### src/rtl/giant_counter_param.sv
// giant_counter_param
// Modulo-MODULUS up/down counter with 74163-style ENP/ENT/LD control, a KEY0
// synchroniser and press detector, a threshold comparator (ABOVE), a ripple-carry
// output (RCO) and a toggle that flips on every wrap.
// Build option: define GIANT_COUNTER_DEBOUNCE_EN to include the KEY0 debouncer
// (DEB_CYCLES stable cycles). When it is undefined, the synchronised key is used
// directly as the clean level and DEB_CYCLES is ignored.
module giant_counter_param #(
   parameter int unsigned     WIDTH      = 26,
   parameter longint unsigned MODULUS    = 50_000_000,
   parameter longint unsigned THRESHOLD  = 26_000_000,
   parameter int unsigned     MODE       = 0,
   parameter int unsigned     DEB_CYCLES = 500_000
) (
   input  logic             CLK50M,
   input  logic             CLR,
   input  logic             KEY0,
   input  logic             ENP,
   input  logic             ENT,
   input  logic             LD,
   input  logic [WIDTH-1:0] D,
   input  logic             UP,
   output logic [WIDTH-1:0] Q,
   output logic             RCO,
   output logic             ABOVE,
   output logic             TOGGLE,
   output logic [3:0]       LED
);

   // Terminal count; MODULUS == 2^WIDTH folds to all ones without widening.
   localparam logic [WIDTH-1:0] MaxVal  = WIDTH'(MODULUS - 1);
   // A threshold at or beyond the count range can never be reached.
   localparam bit               AboveEn = (THRESHOLD < MODULUS);
   localparam logic [WIDTH-1:0] ThrVal  = AboveEn ? WIDTH'(THRESHOLD) : '0;

   logic             key_meta_q;
   logic             key_sync_q;
   logic             key_clean;
   logic             press_d;
   logic             press_q;
   logic             press;
   logic             fill_q;
   logic             lock_q;
   logic             ce;
   logic [WIDTH-1:0] q_q;
   logic [WIDTH-1:0] q_d;
   logic             tog_q;
   logic             tog_d;

   // Two-flop synchroniser; CLR parks both stages at the released (high) level.
   always_ff @(posedge CLK50M) begin
      if (CLR) begin
         key_meta_q <= 1'b1;
         key_sync_q <= 1'b1;
      end else begin
         key_meta_q <= KEY0;
         key_sync_q <= key_meta_q;
      end
   end

`ifdef GIANT_COUNTER_DEBOUNCE_EN
   localparam int unsigned     DebW    = (DEB_CYCLES > 1) ? $clog2(DEB_CYCLES) : 1;
   localparam logic [DebW-1:0] DebLast = DebW'(DEB_CYCLES - 1);

   logic [DebW-1:0] deb_cnt_q;
   logic [DebW-1:0] deb_cnt_d;
   logic            key_clean_q;
   logic            key_clean_d;
   logic            clean_dly_q;

   // Debounce: count consecutive cycles the synchronised key disagrees with the
   // clean level; accept the new level once the count reaches DEB_CYCLES-1.
   always_comb begin
      deb_cnt_d   = '0;
      key_clean_d = key_clean_q;
      if (key_sync_q != key_clean_q) begin
         if (deb_cnt_q == DebLast) begin
            key_clean_d = key_sync_q;
         end else begin
            deb_cnt_d = deb_cnt_q + DebW'(1);
         end
      end
   end

   // Debouncer state and the delayed clean level used for falling-edge detect.
   always_ff @(posedge CLK50M) begin
      if (CLR) begin
         deb_cnt_q   <= '0;
         key_clean_q <= 1'b1;
         clean_dly_q <= 1'b1;
      end else begin
         deb_cnt_q   <= deb_cnt_d;
         key_clean_q <= key_clean_d;
         clean_dly_q <= key_clean;
      end
   end

   assign key_clean = key_clean_q;
   assign press_d   = clean_dly_q & ~key_clean;
`else
   logic unused_deb;

   // No debouncer: the synchroniser output is the clean level, and its falling
   // edge is seen one stage early against the metastability flop.
   assign key_clean  = key_sync_q;
   assign press_d    = key_clean & ~key_meta_q;
   assign unused_deb = ^DEB_CYCLES;
`endif

   // Press pulse register plus the post-CLR lockout: a key already held through
   // CLR stays masked until KEY0 is seen high on a genuine (post-CLR) sample.
   always_ff @(posedge CLK50M) begin
      if (CLR) begin
         press_q <= 1'b0;
         fill_q  <= 1'b0;
         lock_q  <= 1'b1;
      end else begin
         press_q <= press_d;
         fill_q  <= 1'b1;
         if (fill_q && key_meta_q) begin
            lock_q <= 1'b0;
         end
      end
   end

   assign press = press_q & ~lock_q;

   // Count qualifier: a press that arrives while ENP/ENT is low is simply lost.
   assign ce = ENP & ENT & ((MODE == 0) ? 1'b1 : press);

   // Next count: LD beats counting; wraps at either end flip the toggle.
   always_comb begin
      q_d   = q_q;
      tog_d = tog_q;
      if (LD) begin
         q_d = (D <= MaxVal) ? D : MaxVal;
      end else if (ce) begin
         if (UP) begin
            if (q_q == MaxVal) begin
               q_d   = '0;
               tog_d = ~tog_q;
            end else begin
               q_d = q_q + WIDTH'(1);
            end
         end else begin
            if (q_q == '0) begin
               q_d   = MaxVal;
               tog_d = ~tog_q;
            end else begin
               q_d = q_q - WIDTH'(1);
            end
         end
      end
   end

   // Count and toggle registers with synchronous clear.
   always_ff @(posedge CLK50M) begin
      if (CLR) begin
         q_q   <= '0;
         tog_q <= 1'b0;
      end else begin
         q_q   <= q_d;
         tog_q <= tog_d;
      end
   end

   assign Q      = q_q;
   assign TOGGLE = tog_q;
   assign LED    = q_q[3:0];
   assign RCO    = ENT & (UP ? (q_q == MaxVal) : (q_q == '0));
   assign ABOVE  = AboveEn & (q_q >= ThrVal);

endmodule

### config.mk
export PLATFORM = sky130hd
export DESIGN_NAME = giant_counter_param
export DESIGN_NICKNAME = d
export VERILOG_FILES = /design/src/rtl/giant_counter_param.sv
export SDC_FILE = /design/constraint.sdc
export NUM_CORES = 1
export LEC_CHECK = 0
export CORE_ASPECT_RATIO = 0.6
export CORE_MARGIN = 4
export CORE_UTILIZATION = 30
export CTS_CLUSTER_SIZE = 8
export DETAILED_ROUTE_END_ITERATION = 16
export GPL_ROUTABILITY_DRIVEN = 0
export GPL_TIMING_DRIVEN = 0
export SLEW_MARGIN = 20
export SYNTH_ARGS = -nofsm -noshare
export SYNTH_HDL_FRONTEND = slang
export SYNTH_SLANG_ARGS = --single-unit
### constraint.sdc
create_clock -name CLK50M -period 3.37 [get_ports CLK50M]
set_clock_uncertainty 0.1 [all_clocks]
set_input_delay 0.674 -clock CLK50M [delete_from_list [all_inputs] [get_ports CLK50M]]
set_output_delay 0.674 -clock CLK50M [all_outputs]
set_load 0.02 [all_outputs]
==> results.toml, run 1 <==
[synth]
netlist_top_cells_count = "nor2_1 (45), nand2_1 (43), clkbuf_1 (31)"
synth_area_um2 = 2910
synth_area_leaders = "dfxtp_1 (19%), nor2_1 (5.8%), nand2_1 (5.5%), o21ai_0 (5.0%), a21oi_1 (4.6%)"
synth_edf_count = 0
synthCells = 430
synth_flop_cell = "dfxtp_1"
synthDistinctLibCells = 68
synthArstFlopShare = 0
syn-num-nets = 466
yosysWarningCount = 0
synth_seq_area_share = 0.185
synth.most_common_cell = "nor2_1"
netlist.area_leader.share = 0.185
yosys.area.top_type = "dfxtp_1"
syn_area_per_cell_um2 = 6.78
ys_seq_elements = 27

[timing]
max-slew-margin-rel = 0.489
fmaxAchievable_ghz = 0.306
fin_crit_ns = 3.27
post-route-period-util = 0.971
rsz0062_at_grt = "no"
fin_ws_ns = 0.0989
tightest_slew_ns = 0.766
finalHoldViolCount = 0
setup_viol = 0
final-max-slew-violation-count = 0

[worst_setup_path]
cp-end-kind = "output port"
cp.required_ns = 2.60
r2r-start = "Q[0]"
r2r-end = "Q[22]"
ff2ff_setup_slack_ns = 0.25
arrival_ns = 2.50
ff2ff_path_depth = 9
path_class = "flip-flop to output port"
crit_fanout = 10
start_kind = "flip-flop"

[floorplanning]
die_area_um2 = 11400
core-area_um2 = 9320
initial_core_util = 0.313
num_io_pins = 66
rows = 27
dieHeight_um = 84.3
die_w_um = 135

[min_path]
whs_path_depth = 2
hp-start = "TOGGLE"
whs_endpoint = "TOGGLE"
hp-class = "flip-flop to flip-flop"

[finish]
layout.nets = 533
diodes = 0
area_growth_syn_to_layout_pct = 33.9
final_cell_area_um2 = 3900
layout-drive-gt1-share = 0.0968

[outcome]
status = "finished, final reports clean"

[placed_design]
dpl.hpwl_um = 10100
dpl_worst_slack_ns = -0.409
dpl-instance-area_um2 = 3720
port_buffers = 64

[cts]
cts_made_buffers = 3
htreeDepth = 1
cts.sinks = 27
cts_setup_buffers = 0
cts_buffer_depth = 2
worstSkewPairLatency_ns = 0.28
cts_tree = "yes"
holdBufCountCts = 0
cts_root_buf = "clkbuf_16"
clk_pin_slew_worst_paths_ns = 0.08

[power_and_ir_drop]
total_power_uw = 1220
power.density_nw_per_um2 = 312
vdd_drop_max_mv = 0.180
power.leakage_uw = 0.00131

[detailed_routing]
ant_nets = 0
via_count = 3994
routed_wl_um = 13600
drt_iter0_markers = 744
drc = 0
drtPass1Iterations = 5
wl_per_cell_um = 21.7
viasPerCell = 6.38

[global_routing]
first_global_vias = 3633
grt_overflow = 0
grt_first_pass_wirelength_um = 20600
antenna_found_initial = 0
grt_max_degree = 19
grt_util_all_layers = 0.229

[run]
maxCapViolCount = 0
[state kept, by name (all words and copies together) (netlist names)]
name,cells
Q,26
TOGGLE,1
[cell usage in the layout (no fill, tap or decap), types with 4 or more instances in the layout]
| master | count |
|---|---|
| a211oi_1 | 6 |
| a21o_1 | 5 |
| a21oi_1 | 26 |
| a311oi_1 | 4 |
| a31oi_1 | 9 |
| and2_1 | 4 |
| and3_1 | 4 |
| buf_2 | 5 |
| buf_4 | 4 |
| clkbuf_1 | 24 |
| clkbuf_2 | 6 |
| clkdlybuf4s50_1 | 62 |
| dfxtp_1 | 27 |
| inv_1 | 8 |
| nand2_1 | 43 |
| nand3_1 | 19 |
| nand4_1 | 8 |
| nand4b_1 | 4 |
| nor2_1 | 45 |
| nor3_1 | 16 |
| nor4_1 | 11 |
| o211ai_1 | 5 |
| o21ai_0 | 29 |
| o221a_2 | 4 |
| o22ai_1 | 5 |
| o31ai_1 | 6 |
| or3_1 | 5 |
| or4_1 | 8 |
| xnor2_1 | 8 |
| xor2_1 | 9 |
[what timing repair did]
action                                  in CTS  in global routing
endpoints found under the setup margin      12                 17
resized for setup                           16                  9
hold endpoints to repair                     0                  0
[layout make-up]
cell class	instances	area, um2
timing repair buffer	64	638
clock buffer	4	78.8
buffer	41	198
inverter	9	33.8
tap	130	163
fill	976	5420
sequential	27	541
multi-input combinational	351	2250
[report_power, final]
| part | internal [uW] | switching, uW |
|---|---|---|
| Sequential | 345 | 39.2 |
| Combinational | 216 | 318 |
| Clock | 163 | 136 |
| Total | 724 | 493 |
[through the flow]
stage                     hold WS [ns]  std cells  TNS (ns)   util
final                            0.426        626         0  0.419
after global routing             0.506        626         0  0.419
after CTS                        0.433        626         0  0.412
after detailed placement         0.413        624     -4.89  0.399
after global placement           0.410        624     -4.54  0.399
after floorplan                  0.500        430         0      -
[worst max-delay path by stage]
stage	from	end	slack, ns
after floorplan	Q[20]	RCO	0.31
after detailed placement	UP	RCO	-0.41
final	Q[20]	RCO	0.1
after CTS	Q[20]	RCO	0.04
after global routing	Q[14]	RCO	0.0006
after global placement	UP	RCO	-0.46
[layer usage]
metal,track usage,part of all wire,up-vias
li1,-,-,1765
met1,0.342,0.43,1802
met5,0,0,-
met2,0.295,0.37,393
met3,0.105,0.18,34
met4,0.0448,0.020,0
[worst max-delay path, cell delays in order (launching register included)]
cell           delay, ns
dfxtp_1             0.32
buf_2               0.20
or4_4               0.60
nor4b_4             0.34
nand3_2             0.18
a21boi_0            0.21
dlygate4sd2_1       0.35
[logic make-up (layout without fill, tap and decap cells)]
family / Yosys count / count (layout) / synth area share
buf+inv: 52 / 118 / 0.0794
xor+xnor: 17 / 17 / 0.0511
compound gates: 130 / 130 / 0.300
fa+ha+maj: 3 / 3 / 0.0129
simple gates: 199 / 199 / 0.364
mux: 2 / 2 / 0.00687
flops: 27 / 27 / 0.185
Power figures use the tool's default switching activity.
==> inputs of run 2 (changes only) <==
GPL_TIMING_DRIVEN = default   (was 0)
==> results.toml, run 2 (same netlist as run 1, synthesis figures left out) <==
[finish]
largest_register_ffs = 26
post-route-util = 0.430
diodes = 0
mostFrequentLayoutCell = "clkdlybuf4s50_1"
final_cell_area_um2 = 4010
layout.nets = 545
layout-drive-gt1-share = 0.144
layout_common_cells = "clkdlybuf4s50_1 (63), buf_4 (52), nor2_1 (45)"
n_fill_cell = 976
area_growth_syn_to_layout_pct = 37.6

[timing]
setup_viol = 0
fmaxAchievable_ghz = 0.311
rsz0062_at_grt = "no"
tightest_slew_ns = 0.823
max-slew-margin-rel = 0.449
post-route-period-util = 0.953
finalHoldViolCount = 0
fin_setup_tns_ns = 0
fin_crit_ns = 3.21
final-max-slew-violation-count = 0

[worst_setup_path]
path_class = "flip-flop to output port"
cp.required_ns = 2.60
crit_fanout = 4
r2r-end = "Q[16]"
cp-end-kind = "output port"
start_kind = "flip-flop"
r2r-start = "Q[0]"
arrival_ns = 2.44
ff2ff_setup_slack_ns = 0.53
ff2ff_path_depth = 8

[power_and_ir_drop]
vdd_drop_max_mv = 0.214
power.leakage_uw = 0.00143
total_power_uw = 1230
power.density_nw_per_um2 = 306

[cts]
cts_root_buf = "clkbuf_16"
worstSkewPairLatency_ns = 0.28
cts_tree = "yes"
cts.sinks = 27
cts_made_buffers = 3
htreeDepth = 1
holdBufCountCts = 0
clk_pin_slew_worst_paths_ns = 0.08
cts_buffer_depth = 2

[detailed_routing]
wl_met2_um = 4970
routed.top_layer = "met5"
wl_per_cell_um = 20.7
routed_wl_um = 13200
via_count = 3942
ant_nets = 0
drt_iter0_markers = 452
viasPerCell = 6.18
drc = 0
drtPass1Iterations = 5
wl_met3_um = 1830
met1_length_um = 6160

[global_routing]
first_global_vias = 3480
antenna_found_initial = 0
grt_util_all_layers = 0.223
grt_max_degree = 30
grt_overflow = 0
grt_first_pass_wirelength_um = 20100

[placed_design]
dpl-instance-area_um2 = 3930
port_buffers = 64
dpl.hpwl_um = 10000

[outcome]
status = "finished, final reports clean"

[floorplanning]
die_area_um2 = 11400
rows = 27
initial_core_util = 0.313
dieHeight_um = 84.3
core-area_um2 = 9320
die_w_um = 135
num_io_pins = 66

[min_path]
whs_endpoint = "TOGGLE"
hp-start = "TOGGLE"
whs_path_depth = 2
hp-class = "flip-flop to flip-flop"

[run]
maxCapViolCount = 0
## run 2: cell types whose count changed in the layout (fill, tap and decap cells not counted), sizes merged
| cell | delta |
|---|---|
| clkinv | +1 |
| clkbuf | -30 |
| clkdlybuf4s50 | +1 |
| dlygate4sd2 | -1 |
| buf | +41 |
## run 2: final cells by class
cell class / count / area [um2] / area share
multi-input combinational: 351 / 2140 / 0.534
timing repair buffer: 117 / 1050 / 0.262
sequential: 27 / 541 / 0.135
tap: 130 / 163 / 0.0406
clock buffer: 3 / 75.1 / 0.0187
inverter: 9 / 33.8 / 0.00843
clock inverter: 1 / 5.00 / 0.00125
## run 2: worst max path at each step
stage	start	to	slack [ns]	cells after the start
finish	Q[20]	RCO	0.16	6
global route	Q[20]	RCO	0.03	6
CTS	Q[20]	RCO	0.17	6
detailed placement	Q[20]	RCO	0.20	6
global placement	Q[20]	RCO	0.20	6
floorplan	Q[20]	RCO	0.31	5
## run 2: timing repair
item	in CTS	in global routing
endpoints found under the setup margin	1	0
setup buffers	0	0
resized for setup	1	0
## run 2: power breakdown
part           leakage [uW]  switching, uW  internal, uW
combinational       0.00117            326           242
sequential         0.000224           19.8           345
clock             0.0000409            133           161
## run 2: worst max-delay path, stage by stage (launching register included)
cell and delay (ns):
dfxtp_1 0.31, or4_1 0.65, nor4b_1 0.34, buf_4 0.17
nand3_1 0.09, a21boi_0 0.23, dlygate4sd2_1 0.37
## run 2: routing by layer
metal | GRT usage | up-vias
met5 | 0.0513 | -
met4 | 0.0256 | 2
met3 | 0.0707 | 23
met2 | 0.294 | 284
met1 | 0.349 | 1848
li1 | - | 1785
## run 2: metrics by stage
step	instances	worst slack [ns]	hold slack [ns]
after floorplan	430	0.308	0.500
after global placement	634	0.203	0.415
after detailed placement	634	0.197	0.409
after CTS	638	0.166	0.432
after global routing	638	0.0316	0.472
final	638	0.158	0.425
